--- src/rtl/aes_ctrl_pkg.sv ---
// Shared encodings for the AES round sequencer: FSM states, host field codes and
// the round count per key size.
package aes_ctrl_pkg;

  typedef enum logic [2:0] {
    StIdle,
    StDeriv,
    StInit,
    StKeyg,
    StRnd,
    StDone
  } state_e;

  localparam logic [1:0] OpEnc       = 2'b00;
  localparam logic [1:0] OpKeyDeriv  = 2'b01;
  localparam logic [1:0] OpDec       = 2'b10;
  localparam logic [1:0] OpDecWDeriv = 2'b11;

  localparam logic [1:0] ModeCbc  = 2'b01;
  localparam logic [1:0] ModeCtr  = 2'b10;
  localparam logic [1:0] ModeRsvd = 2'b11;

  localparam logic [1:0] Key128  = 2'b00;
  localparam logic [1:0] Key192  = 2'b01;
  localparam logic [1:0] Key256  = 2'b10;
  localparam logic [1:0] KeyRsvd = 2'b11;

  function automatic logic [3:0] nr_of(input logic [1:0] key_size);
    case (key_size)
      Key128:  nr_of = 4'd10;
      Key192:  nr_of = 4'd12;
      Key256:  nr_of = 4'd14;
      default: nr_of = 4'd10;
    endcase
  endfunction

endpackage

--- src/rtl/aes_ctrl_round_cnt.sv ---
// Round and beat counters. The round count saturates at nr; the beat counter runs
// up or down and returns to its starting value after the last beat of a phase.
module aes_ctrl_round_cnt #(
  parameter int unsigned RND_W = 4,
  parameter int unsigned BEATS = 4
) (
  input  logic             clk,
  input  logic             rst_n,
  input  logic             round_clr,
  input  logic             round_inc,
  input  logic [RND_W-1:0] nr,
  input  logic             beat_clr,
  input  logic             beat_load,
  input  logic             beat_step,
  input  logic             beat_down,
  output logic [RND_W-1:0] round,
  output logic [1:0]       beat,
  output logic             beat_last
);

  localparam logic [1:0] BeatMax = 2'(BEATS - 1);

  logic [RND_W-1:0] round_q, round_d;
  logic [1:0]       beat_q, beat_d, beat_first;

  assign beat_first = beat_down ? BeatMax : 2'd0;
  assign beat_last  = beat_down ? (beat_q == 2'd0) : (beat_q == BeatMax);
  assign round      = round_q;
  assign beat       = beat_q;

  always_comb begin
    round_d = round_q;
    if (round_clr) begin
      round_d = '0;
    end else if (round_inc && (round_q < nr)) begin
      round_d = round_q + RND_W'(1);
    end
  end

  always_comb begin
    beat_d = beat_q;
    if (beat_clr) begin
      beat_d = 2'd0;
    end else if (beat_load) begin
      beat_d = beat_first;
    end else if (beat_step) begin
      if (beat_last) begin
        beat_d = beat_first;
      end else begin
        beat_d = beat_down ? (beat_q - 2'd1) : (beat_q + 2'd1);
      end
    end
  end

  always_ff @(posedge clk or negedge rst_n) begin
    if (!rst_n) begin
      round_q <= '0;
      beat_q  <= 2'd0;
    end else begin
      round_q <= round_d;
      beat_q  <= beat_d;
    end
  end

endmodule

--- src/rtl/aes_round_sequencer.sv ---
// AES-128/192/256 control FSM: sequences key derivation, the initial AddRoundKey,
// and Nr rounds of KEYG + column beats, then holds done until the host acks.
module aes_round_sequencer
  import aes_ctrl_pkg::*;
#(
  parameter int unsigned COLS    = 4,
  parameter int unsigned COL_PAR = 1,
  parameter int unsigned RND_W   = 4
) (
  input  logic             clk,
  input  logic             rst_n,
  input  logic             start,
  input  logic             disable_core,
  input  logic [1:0]       operation_mode,
  input  logic [1:0]       aes_mode,
  input  logic [1:0]       key_size,
  input  logic             done_ack,
  output logic             busy,
  output logic             done,
  output logic [RND_W-1:0] round,
  output logic             last_round,
  output logic [1:0]       beat,
  output logic [COLS-1:0]  col_en,
  output logic             sbox_g,
  output logic             key_step,
  output logic             key_dir,
  output logic             bypass_mix,
  output logic             enc_dec,
  output logic             xor_iv_in,
  output logic             xor_iv_out,
  output logic             iv_cnt_en,
  output logic             cfg_err
);

  localparam int unsigned BEATS = COLS / COL_PAR;

  if (RND_W < 4) begin : g_rnd_w_err
    $error("RND_W must be at least 4 to hold round 14");
  end
  if ((COL_PAR != 1 && COL_PAR != 2 && COL_PAR != 4) || BEATS > 4 || BEATS * COL_PAR != COLS)
  begin : g_col_par_err
    $error("COL_PAR must be 1, 2 or 4 and divide COLS into at most 4 beats");
  end

  state_e           state_q, state_d;
  logic [1:0]       op_q, mode_q, ks_q;
  logic             enc_q, ph_q, ph_d, first_q, first_d, cfg_err_q, cfg_err_d;
  logic [RND_W-1:0] nr;
  logic [1:0]       op_eff;
  logic             cfg_bad, deriv_in, enc_in, accept, col_act;
  logic             round_clr, round_inc, beat_clr, beat_load, beat_step, beat_last;

  // CTR always runs the forward cipher, so the requested operation is overridden.
  assign op_eff   = (aes_mode == ModeCtr) ? OpEnc : operation_mode;
  assign deriv_in = (op_eff == OpKeyDeriv) || (op_eff == OpDecWDeriv);
  assign enc_in   = !((op_eff == OpDec) || (op_eff == OpDecWDeriv));
  assign cfg_bad  = (key_size == KeyRsvd) || (aes_mode == ModeRsvd);

  assign nr         = RND_W'(nr_of(ks_q));
  assign last_round = (round == nr);
  assign enc_dec    = enc_q;
  assign cfg_err    = cfg_err_q;

  aes_ctrl_round_cnt #(
    .RND_W(RND_W),
    .BEATS(BEATS)
  ) u_cnt (
    .clk       (clk),
    .rst_n     (rst_n),
    .round_clr (round_clr),
    .round_inc (round_inc),
    .nr        (nr),
    .beat_clr  (beat_clr),
    .beat_load (beat_load),
    .beat_step (beat_step),
    .beat_down (accept ? !enc_in : !enc_q),
    .round     (round),
    .beat      (beat),
    .beat_last (beat_last)
  );

  always_comb begin
    state_d    = state_q;
    accept     = 1'b0;
    cfg_err_d  = 1'b0;
    round_clr  = 1'b0;
    round_inc  = 1'b0;
    beat_clr   = 1'b0;
    beat_load  = 1'b0;
    beat_step  = 1'b0;
    busy       = (state_q != StIdle);
    done       = 1'b0;
    sbox_g     = 1'b0;
    key_step   = 1'b0;
    key_dir    = 1'b0;
    bypass_mix = 1'b0;
    xor_iv_in  = 1'b0;
    xor_iv_out = 1'b0;
    iv_cnt_en  = 1'b0;
    col_act    = 1'b0;
    case (state_q)
      StIdle: begin
        if (start) begin
          if (cfg_bad) begin
            cfg_err_d = 1'b1;
          end else begin
            accept    = 1'b1;
            beat_load = 1'b1;
            if (deriv_in) begin
              state_d   = StDeriv;
              round_inc = 1'b1;
            end else begin
              state_d = StInit;
            end
          end
        end
      end
      StDeriv: begin
        // ph_q = 0: G-function cycle, ph_q = 1: schedule update cycle.
        if (!ph_q) begin
          sbox_g = 1'b1;
        end else begin
          key_step = 1'b1;
          if (last_round) begin
            if (op_q == OpKeyDeriv) begin
              state_d = StDone;
            end else begin
              state_d   = StInit;
              round_clr = 1'b1;
            end
          end else begin
            round_inc = 1'b1;
          end
        end
      end
      StInit: begin
        col_act    = 1'b1;
        bypass_mix = 1'b1;
        xor_iv_in  = (mode_q == ModeCbc) && enc_q;
        beat_step  = 1'b1;
        if (beat_last) begin
          state_d   = StKeyg;
          round_inc = 1'b1;
        end
      end
      StKeyg: begin
        sbox_g   = 1'b1;
        key_step = 1'b1;
        key_dir  = !enc_q;
        state_d  = StRnd;
      end
      StRnd: begin
        col_act    = 1'b1;
        bypass_mix = last_round;
        xor_iv_out = last_round && (((mode_q == ModeCbc) && !enc_q) || (mode_q == ModeCtr));
        beat_step  = 1'b1;
        if (beat_last) begin
          if (last_round) begin
            state_d = StDone;
          end else begin
            state_d   = StKeyg;
            round_inc = 1'b1;
          end
        end
      end
      StDone: begin
        done      = 1'b1;
        iv_cnt_en = first_q && (mode_q == ModeCtr);
        if (done_ack) begin
          state_d   = StIdle;
          round_clr = 1'b1;
          beat_clr  = 1'b1;
        end
      end
      default: state_d = StIdle;
    endcase
    // Abort outranks every other request, including a same-cycle start.
    if (disable_core) begin
      state_d   = StIdle;
      accept    = 1'b0;
      cfg_err_d = 1'b0;
      round_clr = 1'b1;
      round_inc = 1'b0;
      beat_clr  = 1'b1;
      beat_load = 1'b0;
      beat_step = 1'b0;
    end
  end

  assign ph_d    = (state_q == StDeriv) && (state_d == StDeriv) && !ph_q;
  assign first_d = (state_d == StDone) && (state_q != StDone);

  always_comb begin
    col_en = '0;
    if (col_act) begin
      for (int unsigned i = 0; i < COLS; i++) begin
        col_en[i] = ((i / COL_PAR) == 32'(beat));
      end
    end
  end

  always_ff @(posedge clk or negedge rst_n) begin
    if (!rst_n) begin
      state_q   <= StIdle;
      op_q      <= OpEnc;
      mode_q    <= 2'b00;
      ks_q      <= Key128;
      enc_q     <= 1'b0;
      ph_q      <= 1'b0;
      first_q   <= 1'b0;
      cfg_err_q <= 1'b0;
    end else begin
      state_q   <= state_d;
      ph_q      <= ph_d;
      first_q   <= first_d;
      cfg_err_q <= cfg_err_d;
      if (accept) begin
        op_q   <= op_eff;
        mode_q <= aes_mode;
        ks_q   <= key_size;
        enc_q  <= enc_in;
      end
    end
  end

endmodule

--- config.mk ---
export PLATFORM = sky130hd
export DESIGN_NAME = aes_round_sequencer
export DESIGN_NICKNAME = d
export VERILOG_FILES = /design/src/rtl/aes_ctrl_pkg.sv /design/src/rtl/aes_ctrl_round_cnt.sv /design/src/rtl/aes_round_sequencer.sv
export SDC_FILE = /design/constraint.sdc
export NUM_CORES = 1
export LEC_CHECK = 0
export BUFFER_PORTS_ARGS = -buffer_cell sky130_fd_sc_hd__buf_2
export CORE_AREA = 5 5 71 73
export DETAILED_ROUTE_END_ITERATION = 8
export DIE_AREA = 0 0 76 78
export GPL_TIMING_DRIVEN = 0
export PLACE_DENSITY_LB_ADDON = 0.25
export SYNTH_ARGS = -nofsm -noshare
export SYNTH_HDL_FRONTEND = slang
export SYNTH_SLANG_ARGS = --single-unit
--- constraint.sdc ---
create_clock -name clk -period 4.85 [get_ports clk]
set_input_delay 0.7275 -clock clk [delete_from_list [all_inputs] [get_ports clk]]
set_output_delay 0.7275 -clock clk [all_outputs]
set_load 0.05 [all_outputs]
Word level (Yosys, flattened, before mapping):

Index checks and enable logic that the tools add are counted.

* register bits after elaboration: 19
* input port bits: 11
* output and inout bits: 22
* word-level logic and storage cells: 121

* $add $sub $neg: 3
* order comparisons: 1
* equal/unequal tests: 24
* muxes and demuxes: 62
* reduce and logical (&&, ||, !) cells: 21

Operators with widths (count)
* 1-bit two-way mux: 34
* 3-bit two-way mux: 10
* 3-bit one-hot mux with 6 select lines: 1
* 2-bit == test, second input constant: 8
* 2-bit two-way mux: 8
* 4-bit two-way mux: 3
* 3-bit == test, second input constant: 3
* 2-bit by 1-bit == test with 1-bit output, second input constant: 4
* 1-bit logical AND: 8
* 1-bit one-hot mux with 2 select lines: 4
* 3-bit by 1-bit == test with 1-bit output, second input constant: 2
* 3-bit by 2-bit == test with 1-bit output, second input constant: 2
* 3-bit one-hot mux with 2 select lines: 1
* 3-bit nonzero test: 2
* 4-bit by 1-bit adder with 4-bit output, second input constant: 1
* 2-bit == test, first input constant: 2
* 4-bit == test: 1
* 1-bit logical OR: 4
* 4-bit less-than comparator: 1
* 1-bit one-hot mux with 4 select lines: 1
* 1-bit logical NOT: 3
* 3-bit logical NOT: 1
* 3-bit != test, second input constant: 1
* 2-bit by 1-bit adder with 2-bit output, second input constant: 1
* 5 further kinds: 5

Depth between registers and ports, before layout:

Gate-level depths: netlist of the first run.

* depth in word-level cells: 14
* depth in mapped cells: 11
* mapped depth without buffers: 11

Cells and area by module:

A second synthesis of the first run with hierarchy kept.

* cells, all modules: 159
* area, all modules: 1338.8 um^2

Modules (own cells, without submodules)
* aes_round_sequencer: instances 1, cells each 113, area an instance 923.4 um^2, seq. area each 325.3 um^2
* aes_ctrl_round_cnt: instances 1, cells each 46, area an instance 415.4 um^2, seq. area each 150.1 um^2

Worst setup path before layout of the first run:

Ideal clock, no wire load.

* path kind: reg-to-output
* from: register u_cnt.round_q[1], in the netlist u_cnt.round[1]
* to: output port bypass_mix
* arrival: 2.530 ns
* data required time: 4.123 ns
* slack: 1.592 ns
* stages on the path, launching flop included: 7
* buffers on the path: 0
* cells stage by stage: dfrtp_1 -> inv_1 -> ha_1 -> nand4b_1 -> inv_1 -> nand2_1 -> a21oi_1

* word-level cells in the longest chain between the ends: 2

Ends and longest elaborated chain
* start, declared: RTL line aes_ctrl_round_cnt.sv:23 `logic [RND_W-1:0] round_q, round_d;`
* start signal, assigned: RTL line aes_ctrl_round_cnt.sv:60 `round_q <= round_d;`
* 4-bit == test: RTL line aes_round_sequencer.sv:60 `assign last_round = (round == nr);`
* named net last_round: RTL line aes_round_sequencer.sv:21 `output logic last_round,`
* 1-bit one-hot mux with 2 select lines: RTL line aes_round_sequencer.sv:101 `case (state_q)`
* end, declared: RTL line aes_round_sequencer.sv:27 `output logic bypass_mix,`

The timed path passes the listed nets, and every way through them passes these cells.

Final worst setup path of the first run:

* from: register ks_q[0]
* to: output port bypass_mix

* word-level cells in the longest chain between the ends: 4
* elaborated cells on any way between the ends: 5
* those cells by class: eq/ne (3); mux (2)

Ends and longest elaborated chain
* start, declared: RTL line aes_round_sequencer.sv:46 `logic [1:0] op_q, mode_q, ks_q;`
* start signal, assigned: RTL line aes_round_sequencer.sv:207 `ks_q <= Key128;`
* start signal, assigned: RTL line aes_round_sequencer.sv:220 `ks_q <= key_size;`
* 2-bit == test or 2-bit by 1-bit == test with 1-bit output (tied branches): RTL line aes_ctrl_pkg.sv:29 `case (key_size)`
* 3-bit one-hot mux with 2 select lines *: RTL line aes_ctrl_pkg.sv:29
* 4-bit == test *: RTL line aes_round_sequencer.sv:60
* 1-bit one-hot mux with 2 select lines *: RTL line aes_round_sequencer.sv:101

Every way passes the cells marked *; elsewhere a longest branch is shown, timed or not.

==> run metrics, run 1 <==
Crit Path Class reg2out; Hold Vio Cnt, Final 0; Clock transition at path regs roughly 0.08 ns; grt ovf 0; hold crit path type in2async; crit path launch ks_q[0]; VDD IR max ~0.18 mV; DIE HEIGHT around 78 µm; die area 5930 µm²; Startpoint Class flop; Die Wd 76 µm; final worst-path cycle share 0.610; Yosys cell types 36; Worst Max-Slew Pin Slew 0.526 ns; RSZ-0062 raised after global routing no; status finished, final reports clean; gp weighted congestion slightly below 0.9; Yosys top cell area share 0.353; FF+latch count, synth 19; Worst Setup End Kind primary output; post-synth top area cell dfrtp_1; Clock Root Buffer clkbuf_8; Crit Path Max Fanout 6; Layout Skew ~0.0082 ns; cell leakage power 0.824 nW; layout cells sized above 1 0.244; setup ws final about 1.9 ns; diode count 0; row count 24; most common library cell in the layout ignoring fill and taps buf_2; Mapped Cells 157; slew margin rel. 0.647; Post-Route WL approximately 3300 µm; net count after synthesis between 150 and 200; Final HPWL DP around 2600 µm; total clock sinks 19; P per Cell Area approximately 340 nW/µm²; port bufs 32; Seq/Total Area, Yosys 0.353; DRT iter0 DRCs just under 100; Worst R2R Start ks_q[0]; cts bufs inserted 3; pre-CTS worst setup slack around 2.2 ns; Max Fclk ~340 MHz; final worst path period need approximately 3.0 ns; Final setup viols 0; Syn-to-layout area delta 20.2%; number of global-route vias before repair approximately 1200; worst-skew pair later-pin latency between 0.2 and 0.3 ns; most frequent cells in the layout buf_2 (32), dfrtp_1 (19), inv_1 (17); pin count of the biggest net entering global routing 20; post-CTS setup repair buffer count 0; Register-to-Register Path Depth 9; Residual DRC 0; overall routing resource usage 0.117; Netlist Area Pre-Place about 1300 µm²; final slew viol count 0; Ys Warns 0; Crit path arrival time approximately 2.2 ns; hold_buf cts 0; initial antenna violation count 0; Vias between 1000 and 1500; ranking of synthesized cells by area dfrtp_1 (35%), ha_1 (7.4%), inv_1 (4.7%), a21oi_1 (4.5%), nand2_1 (4.5%); Core ar. around 4300 µm²; I/O Pins 33; first-pass GRT wire length roughly 5700 µm; final net count 213; CTS tree done; Min Hold Slack approximately 0.4 ns; Max-cap violations 0; Longest Clk Path Bufs 2; Post-DRT Antenna Nets 0; DRT Pass-1 Iters 4; Wirelength per Cell between 10 and 15 µm; via-per-instance ratio roughly 4.9; H-tree depth 1; Synth Area per Inst between 8 and 9 µm²; Starting Density 0.313; CP required 4.12 ns; setup TNS 0 ns; post-cts resize count 0
[critical path: stages (launching register included)]
cell,delay (ns)
dfrtp_1,0.39
ha_1,0.30
ha_1,0.29
nand4b_1,0.23
inv_1,0.25
nand2_1,0.08
a21oi_1,0.15
buf_2,0.28
[Yosys cell counts, drive strengths merged]
cell     number
xor2          1
nand2        16
nand4b        1
o2bb2ai       1
o21a          2
maj3          1
clkbuf        4
a21o          2
o221ai        1
o21ai         4
a21oi        12
inv          17
o31a          3
nor2b         6
ha            8
and2          5
nor3          7
a22oi         1
dfrtp        19
nand3b        1
nor2         12
nand2b        8
nand3         5
a31o          1
nor4          3
and3          1
mux2i         3
a31oi         1
mux2          6
o31ai         3
o211ai        1
a211oi        1
[metrics by stage]
step,area [µm²],std cells,power [mW],util
2_1_floorplan,1350,157,0.382,-
3_3_place_gp,1570,241,0.440,0.366
3_5_place_dp,1570,241,0.441,0.366
4_1_cts,1620,245,0.554,0.376
5_1_grt,1620,245,0.590,0.376
6_report,1620,245,0.550,0.376
[power by group]
part | switching, mW | internal [mW]
Clock | 0.0564 | 0.0571
Combinational | 0.147 | 0.0786
Sequential | 0.0252 | 0.185
[logic make-up (layout without fill, tap and decap cells)]
logic type,count (synthesis),after routing,share of synthesized area
xor gates and xnor gates,1,1,0.00651
muxes,9,9,0.0781
adders and majority gates,9,9,0.0819
and+or+nand+nor,65,65,0.259
buffers and inverters,21,57,0.0586
AOI/OAI and AO/OA,33,33,0.163
DFF,19,19,0.353
[layout make-up]
class                      count  area [µm²]
buffer                         4        15.0
clock buffer                   3        41.3
clock inverter                 1        5.00
fill                         471        2680
inverter                      17        63.8
multi-input combinational    117         791
sequential                    19         475
tap                           52        65.1
timing repair buffer          32         160
[registers in the layout, indices dropped and copies added, names as in the netlist]
| signal | count |
|---|---|
| first_q | 1 |
| ks_q | 2 |
| op_q | 2 |
| mode_q | 2 |
| ph_q | 1 |
| u_cnt.round | 4 |
| cfg_err | 1 |
| u_cnt.beat | 2 |
| enc_dec | 1 |
| state_q | 3 |
[worst paths after layout]
check | endpoint | slack (ns)
min in group clk | op_q[0] | 0.48
worst max register to register | first_q | 2.31
max in group asynchronous | u_cnt.beat[1] | 4.12
worst min-delay path | u_cnt.round[2] | 0.40
worst min register to register | op_q[0] | 0.48
worst max-delay path | bypass_mix | 1.89
[per-layer routing]
layer | vias to the layer above | track usage | part of all wire
met4 | 0 | 0.0623 | 0.019
met1 | 554 | 0.165 | 0.51
met2 | 34 | 0.165 | 0.43
li1 | 613 | - | -
met5 | - | 0 | 0
met3 | 4 | 0.0243 | 0.045
No activity file was read; power rests on OpenSTA's default activity.
==> run 2, diff against run 1 <==
ABC_AREA = 1   (was unset)
CORE_AREA = 5 5 73 75   (was 5 5 71 73)
DIE_AREA = 0 0 78 80   (was 0 0 76 78)
clock period = 3.09 ns   (was 4.85 ns; I/O delays follow)
==> run 2 against run 1 <==
Cell area grew 3.3%. Clock skew shrank 0.0056 ns. Synthesized cell count grew 17%. Register-to-register slack lost 1.3 ns. Area after synthesis grew 3.8%. Combinational power grew 23%. Clock power grew 54%. Wire length shrank 0.33%. Largest power group is now sequential cells.
==> run metrics, run 2 <==
placed cells 269 (was 241); Yosys top cell area share 0.341 (was 0.353); hold crit path type in2async (unchanged); Residual DRC 0 (unchanged); CTS tree done (unchanged); pre-CTS worst setup slack 0.832 ns (was 2.20 ns); die area 6240 µm² (was 5930 µm²); Crit path largest cell delay 0.38 ns (was 0.39 ns); Max-cap violations 0 (unchanged); CP required 2.63 ns (was 4.12 ns); Post-synth top flop dfrtp_1 (unchanged); grt ovf 0 (unchanged); fin cells 273 (was 245); Post-synth EDFFs 0 (unchanged); Hold Vio Cnt, Final 0 (unchanged); Syn-to-layout area delta 19.5% (was 20.2%); Vias 1258 (was 1205); Core ar. 4600 µm² (was 4290 µm²); Final HPWL DP 2770 µm (was 2620 µm); asr flop ratio synth 1.00 (unchanged); ranking of synthesized cells by area dfrtp_1 (34%), nand2_1 (10%), inv_1 (7.5%), ha_1 (7.2%), nand2_4 (5.6%) (was dfrtp_1 (35%), ha_1 (7.4%), inv_1 (4.7%), a21oi_1 (4.5%), nand2_1 (4.5%)); Layout Skew 0.00253 ns (was 0.00817 ns); total clock sinks 19 (unchanged); Final setup viols 0 (unchanged); worst-skew pair later-pin latency 0.25 ns (was 0.26 ns); crit-path cells ha_1 -> ha_1 -> nand4_1 -> inv_1 -> nand2_1 -> a21oi_1 -> buf_2 (was ha_1 -> ha_1 -> nand4b_1 -> inv_1 -> nand2_1 -> a21oi_1 -> buf_2); via-per-instance ratio 4.61 (was 4.92); slew margin rel. 0.681 (was 0.647); Ys Warns 0 (unchanged); gp weighted congestion 0.896 (was 0.868); placed inst area 1620 µm² (was 1570 µm²); P per Cell Area 453 nW/µm² (was 340 nW/µm²); Worst Setup End Kind primary output (unchanged); post-synth top area cell dfrtp_1 (unchanged); Max Fclk 398 MHz; DRT iter0 DRCs 115 (was 97); Seq/Total Area, Yosys 0.341 (was 0.353); initial antenna violation count 0 (unchanged); Register-to-Register Path Depth 13 (was 9); hold_buf cts 0 (unchanged); Post-Route WL 3340 µm (was 3350 µm); Yosys cell types 29 (was 36); Clock transition at path regs 0.07 ns (was 0.08 ns); number of flip-flops in the largest register 4 (unchanged); setup ws final 0.580 ns (was 1.89 ns); status finished, final reports clean (unchanged); setup TNS 0 ns (unchanged); Netlist Area Pre-Place 1400 µm² (was 1350 µm²); final net count 239 (was 213); Critical Path Most Common Cell ha_1 (unchanged); Clock Root Buffer clkbuf_8 (unchanged); Longest Clk Path Bufs 2 (unchanged); DIE HEIGHT 80 µm (was 78 µm); H-tree depth 1 (unchanged); Worst path slowest cell dfrtp_1 (unchanged); port bufs 32 (unchanged); post-cts resize count 0 (unchanged); cell leakage power 0.922 nW (was 0.824 nW); number of global-route vias before repair 1265 (was 1170); Die Wd 78 µm (was 76 µm); FF+latch count, synth 19 (unchanged); DRT Pass-1 Iters 4 (unchanged); VDD IR max 0.201 mV (was 0.180 mV); Post-synth top cells nand2_1 (39), inv_1 (28), nor2_1 (20) (was dfrtp_1 (19), inv_1 (17), nand2_1 (16)); Worst Max-Slew Pin Slew 0.473 ns (was 0.526 ns); Post-DRT Antenna Nets 0 (unchanged); final worst path period need 2.51 ns; most frequent cells in the layout nand2_1 (39), buf_2 (32), inv_1 (28) (was buf_2 (32), dfrtp_1 (19), inv_1 (17)); pin count of the biggest net entering global routing 20 (unchanged); net count after synthesis 202 (was 176); Crit path arrival time 2.05 ns (was 2.23 ns); Mapped Cells 183 (was 157); Crit Path Max Fanout 3 (was 6); Power, Total 756 µW (was 550 µW); count leader, synth nand2_1 (was dfrtp_1); Startpoint Class flop (unchanged); layout cells sized above 1 0.279 (was 0.244); post-CTS setup repair buffer count 0 (unchanged); most common library cell in the layout ignoring fill and taps nand2_1 (was buf_2); first-pass GRT wire length 5950 µm (was 5710 µm); Wirelength per Cell 12.2 µm (was 13.7 µm); Synth Area per Inst 7.63 µm² (was 8.57 µm²); Crit Path Class reg2out (unchanged); Starting Density 0.304 (was 0.313); cts bufs inserted 3 (unchanged); I/O Pins 33 (unchanged); final instance area 1670 µm² (was 1620 µm²); final slew viol count 0 (unchanged); RSZ-0062 raised after global routing no (unchanged); overall routing resource usage 0.117 (about the same); diode count 0 (unchanged); final worst-path cycle share 0.812; row count 25 (was 24)
[run 2: cell count changes in the layout (fill, tap and decap cells not counted), sizes merged, moves of 5 or more]
cell / change
nand2b: -8
o21ai: +8
and2: -5
nor2: +12
nor2b: -6
inv: +15
nand2: +33
nand3: +13
nor3: -6
mux2: -5
[run 2: final cells by class]
class / count / area, µm²
buffer: 1 / 3.75
fill: 502 / 2930
timing repair buffer: 32 / 160
tap: 54 / 67.6
clock buffer: 4 / 45.0
multi-input combinational: 131 / 797
inverter: 32 / 120
sequential: 19 / 475
[run 2: per-layer routing]
| layer | track usage | part of all wire |
|---|---|---|
| met5 | 0 | 0 |
| met4 | 0.0355 | 0.0075 |
| met3 | 0.0248 | 0.062 |
| met2 | 0.188 | 0.46 |
| met1 | 0.157 | 0.47 |
[run 2: through the flow]
stage	hold slack, ns	utilization
after global placement	0.445	0.353
after floorplan	0.168	-
after detailed placement	0.447	0.353
final	0.150	0.363
after CTS	0.162	0.363
after global routing	0.182	0.363
[run 2: logic make-up after synthesis]
logic type               count (synthesis)  synth area share
AND/OR/NAND/NOR                         96             0.375
adder cells (fa/ha/maj)                  8            0.0717
AO/OA/AOI/OAI                           24             0.103
multiplexers                             1           0.00806
XOR/XNOR                                 2            0.0125
flip-flops                              19             0.341
buffers and inverters                   33            0.0887
[run 2: power by group]
group | switching (mW) | leakage, nW | total [mW] | internal, mW
sequential | 0.0225 | 0.249 | 0.302 | 0.280
combinational | 0.197 | 0.651 | 0.277 | 0.0806
clock | 0.0845 | 0.0228 | 0.176 | 0.0916
total | 0.304 | 0.922 | 0.756 | 0.452
[run 2: path summary, 6_finish.rpt]
kind	start	endpoint	slack [ns]
max	ks_q[0]	xor_iv_out	0.58
min	rst_n	first_q	0.15
max reg2reg	ks_q[0]	first_q	1.01
min reg2reg	op_q[1]	op_q[1]	0.48
max in group asynchronous	rst_n	ks_q[0]	2.63
min in group clk	disable_core	state_q[2]	0.42
[run 2: worst max-delay path: cells and delay by family (launching register included)]
| kind | cells | cell delay (ns) |
|---|---|---|
| AOI/OAI and AO/OA | 1 | 0.14 |
| adders and majority gates | 2 | 0.58 |
| buffers and inverters | 2 | 0.41 |
| DFF | 1 | 0.38 |
| and+or+nand+nor | 2 | 0.26 |
==> run 3, diff against run 2 <==
clock period = 2.4 ns   (was 3.09 ns; I/O delays follow)
==> run 3 against run 2 <==
First-iteration DRC count is 37% lower. Utilization is 1.0 points higher. Largest cell class unchanged. Clock-buffer cell count stayed put. Clock skew is 0.0011 ns higher.
==> run metrics, run 3 (synthesized netlist as in run 2, its figures left out) <==
Max-cap violations 0 (unchanged); setup TNS 0 ns (unchanged); Crit path arrival time 1.93 ns (was 2.05 ns); Final HPWL DP 2780 µm (was 2770 µm); worst-skew pair later-pin latency 0.25 ns (about the same); overall routing resource usage 0.111 (was 0.117); Crit Path Max Fanout 3 (unchanged); diode count 0 (unchanged); total internal power 591 µW (was 452 µW); I/O Pins 33 (unchanged); Post-Route WL 3320 µm (was 3340 µm); P per Cell Area 575 nW/µm² (was 453 nW/µm²); H-tree depth 1 (unchanged); Die Wd 78 µm (unchanged); Clock Root Buffer clkbuf_8 (unchanged); Hold Vio Cnt, Final 0 (unchanged); final net count 240 (was 239); layout cells sized above 1 0.309 (was 0.279); Starting Density 0.304 (unchanged); Core ar. 4600 µm² (unchanged); Longest Clk Path Bufs 2 (unchanged); port bufs 32 (unchanged); row count 25 (unchanged); Syn-to-layout area delta 22.9% (was 19.5%); Final setup viols 0 (unchanged); Clock transition at path regs 0.07 ns (about the same); Max Fclk 436 MHz; VDD IR max 0.174 mV (was 0.201 mV); Startpoint Class flop (unchanged); number of flip-flops in the largest register 4 (unchanged); Min Hold Slack 0.0380 ns (was 0.150 ns); Residual DRC 0 (unchanged); Worst Max-Slew Pin Slew 0.433 ns (was 0.473 ns); final worst path period need 2.29 ns; via-per-instance ratio 4.56 (was 4.61); final instance area 1720 µm² (was 1670 µm²); number of global-route vias before repair 1192 (was 1265); grt ovf 0 (unchanged); slew margin rel. 0.708 (was 0.681); switching power 397 µW (was 304 µW); Clock power frac 0.226 (was 0.233); fin cells 274 (was 273); pin count of the biggest net entering global routing 20 (unchanged); first-pass GRT wire length 5580 µm (was 5950 µm); CTS tree done (unchanged); DRT Pass-1 Iters 4 (unchanged); Crit Path Class reg2out (unchanged); Sw Ratio 0.402 (about the same); DIE HEIGHT 80 µm (unchanged); Worst path slowest cell dfrtp_1 (unchanged); Crit path largest cell delay 0.38 ns (about the same); placed cells 269 (unchanged); hold crit path type in2async (unchanged); cell leakage power 0.918 nW (was 0.922 nW); DRT iter0 DRCs 72 (was 115); Vias 1250 (was 1258); Logic pwr share 0.376 (was 0.367); CP required 2.04 ns (was 2.63 ns); Wirelength per Cell 12.1 µm (was 12.2 µm); cts bufs inserted 3 (unchanged); most frequent cells in the layout nand2_1 (38), buf_2 (30), inv_1 (27) (was nand2_1 (39), buf_2 (32), inv_1 (28)); most common library cell in the layout ignoring fill and taps nand2_1 (unchanged); Worst Setup End Kind primary output (unchanged); RSZ-0062 raised after global routing no (unchanged); final slew viol count 0 (unchanged); sequential share of power 0.397 (was 0.400); placed inst area 1640 µm² (was 1620 µm²); total clock sinks 19 (unchanged); Layout Skew 0.00367 ns (was 0.00253 ns); die area 6240 µm² (unchanged); # fillers 505 (was 502); Post-DRT Antenna Nets 0 (unchanged); final worst-path cycle share 0.956; status finished, final reports clean (unchanged); initial antenna violation count 0 (unchanged); gp weighted congestion 0.869 (was 0.896); crit-path cells ha_1 -> ha_4 -> nand4_1 -> clkinvlp_4 -> nand2_2 -> a21oi_2 -> buf_6 (was ha_1 -> ha_1 -> nand4_1 -> inv_1 -> nand2_1 -> a21oi_1 -> buf_2)
==> run 3: worst paths after layout <==
path | from | to | slack (ns) | cells past startpoint
min reg2reg | op_q[1] | op_q[1] | 0.48 | 2
min | rst_n | state_q[1] | 0.04 | 1
max reg2reg | ks_q[0] | ph_q | 0.23 | 13
min in group clk | disable_core | state_q[2] | 0.32 | 2
max | ks_q[0] | xor_iv_out | 0.11 | 7
max in group asynchronous | rst_n | op_q[0] | 2.06 | 1
==> run 3: final cells by class <==
| type | instances | area (µm²) | area share |
|---|---|---|---|
| buffer | 1 | 3.75 | 0.00219 |
| clock buffer | 4 | 45.0 | 0.0262 |
| inverter | 32 | 124 | 0.0722 |
| multi-input combinational | 131 | 825 | 0.480 |
| sequential | 19 | 475 | 0.277 |
| tap | 54 | 67.6 | 0.0394 |
| timing repair buffer | 33 | 176 | 0.103 |
==> run 3: repair_timing <==
action                                  CTS  global route
gates resized for setup                   2             3
hold buffers                              0             0
buffers inserted                          0             1
pin swaps                                 0             1
endpoints found under the setup margin    2             4
endpoints found under the hold margin     0             0
==> run 3: through the flow <==
stage | utilization | worst slack, ns | power (mW)
2_1_floorplan | - | -0.0351 | 0.674
3_3_place_gp | 0.357 | 0.221 | 0.761
3_5_place_dp | 0.357 | 0.233 | 0.763
4_1_cts | 0.368 | 0.00632 | 0.991
5_1_grt | 0.373 | 0.00514 | 1.07
6_report | 0.373 | 0.106 | 0.988
==> run 3: metal layers <==
| layer | GRT usage | vias to the layer above | share of wire |
|---|---|---|---|
| met2 | 0.179 | 21 | 0.48 |
| li1 | - | 657 | - |
| met5 | 0 | - | 0 |
| met1 | 0.147 | 566 | 0.47 |
| met3 | 0.0181 | 6 | 0.029 |
| met4 | 0.0422 | 0 | 0.017 |
==> run 3: critical path, delay by kind of cell (launching register included) <==
family / cells / cell delay [ns]
adder cells (fa/ha/maj): 2 / 0.61
flip-flops: 1 / 0.38
AO/OA/AOI/OAI: 1 / 0.13
buffers and inverters: 2 / 0.32
AND/OR/NAND/NOR: 2 / 0.24
==> run 3: power by group through the flow <==
stage / Combinational, mW / Sequential [mW] / Clock, mW
6_report: 0.372 / 0.392 / 0.224
5_1_grt: 0.417 / 0.401 / 0.250
4_1_cts: 0.366 / 0.393 / 0.232
3_5_place_dp: 0.363 / 0.400 / 0
3_3_place_gp: 0.362 / 0.399 / 0
2_1_floorplan: 0.243 / 0.430 / 0
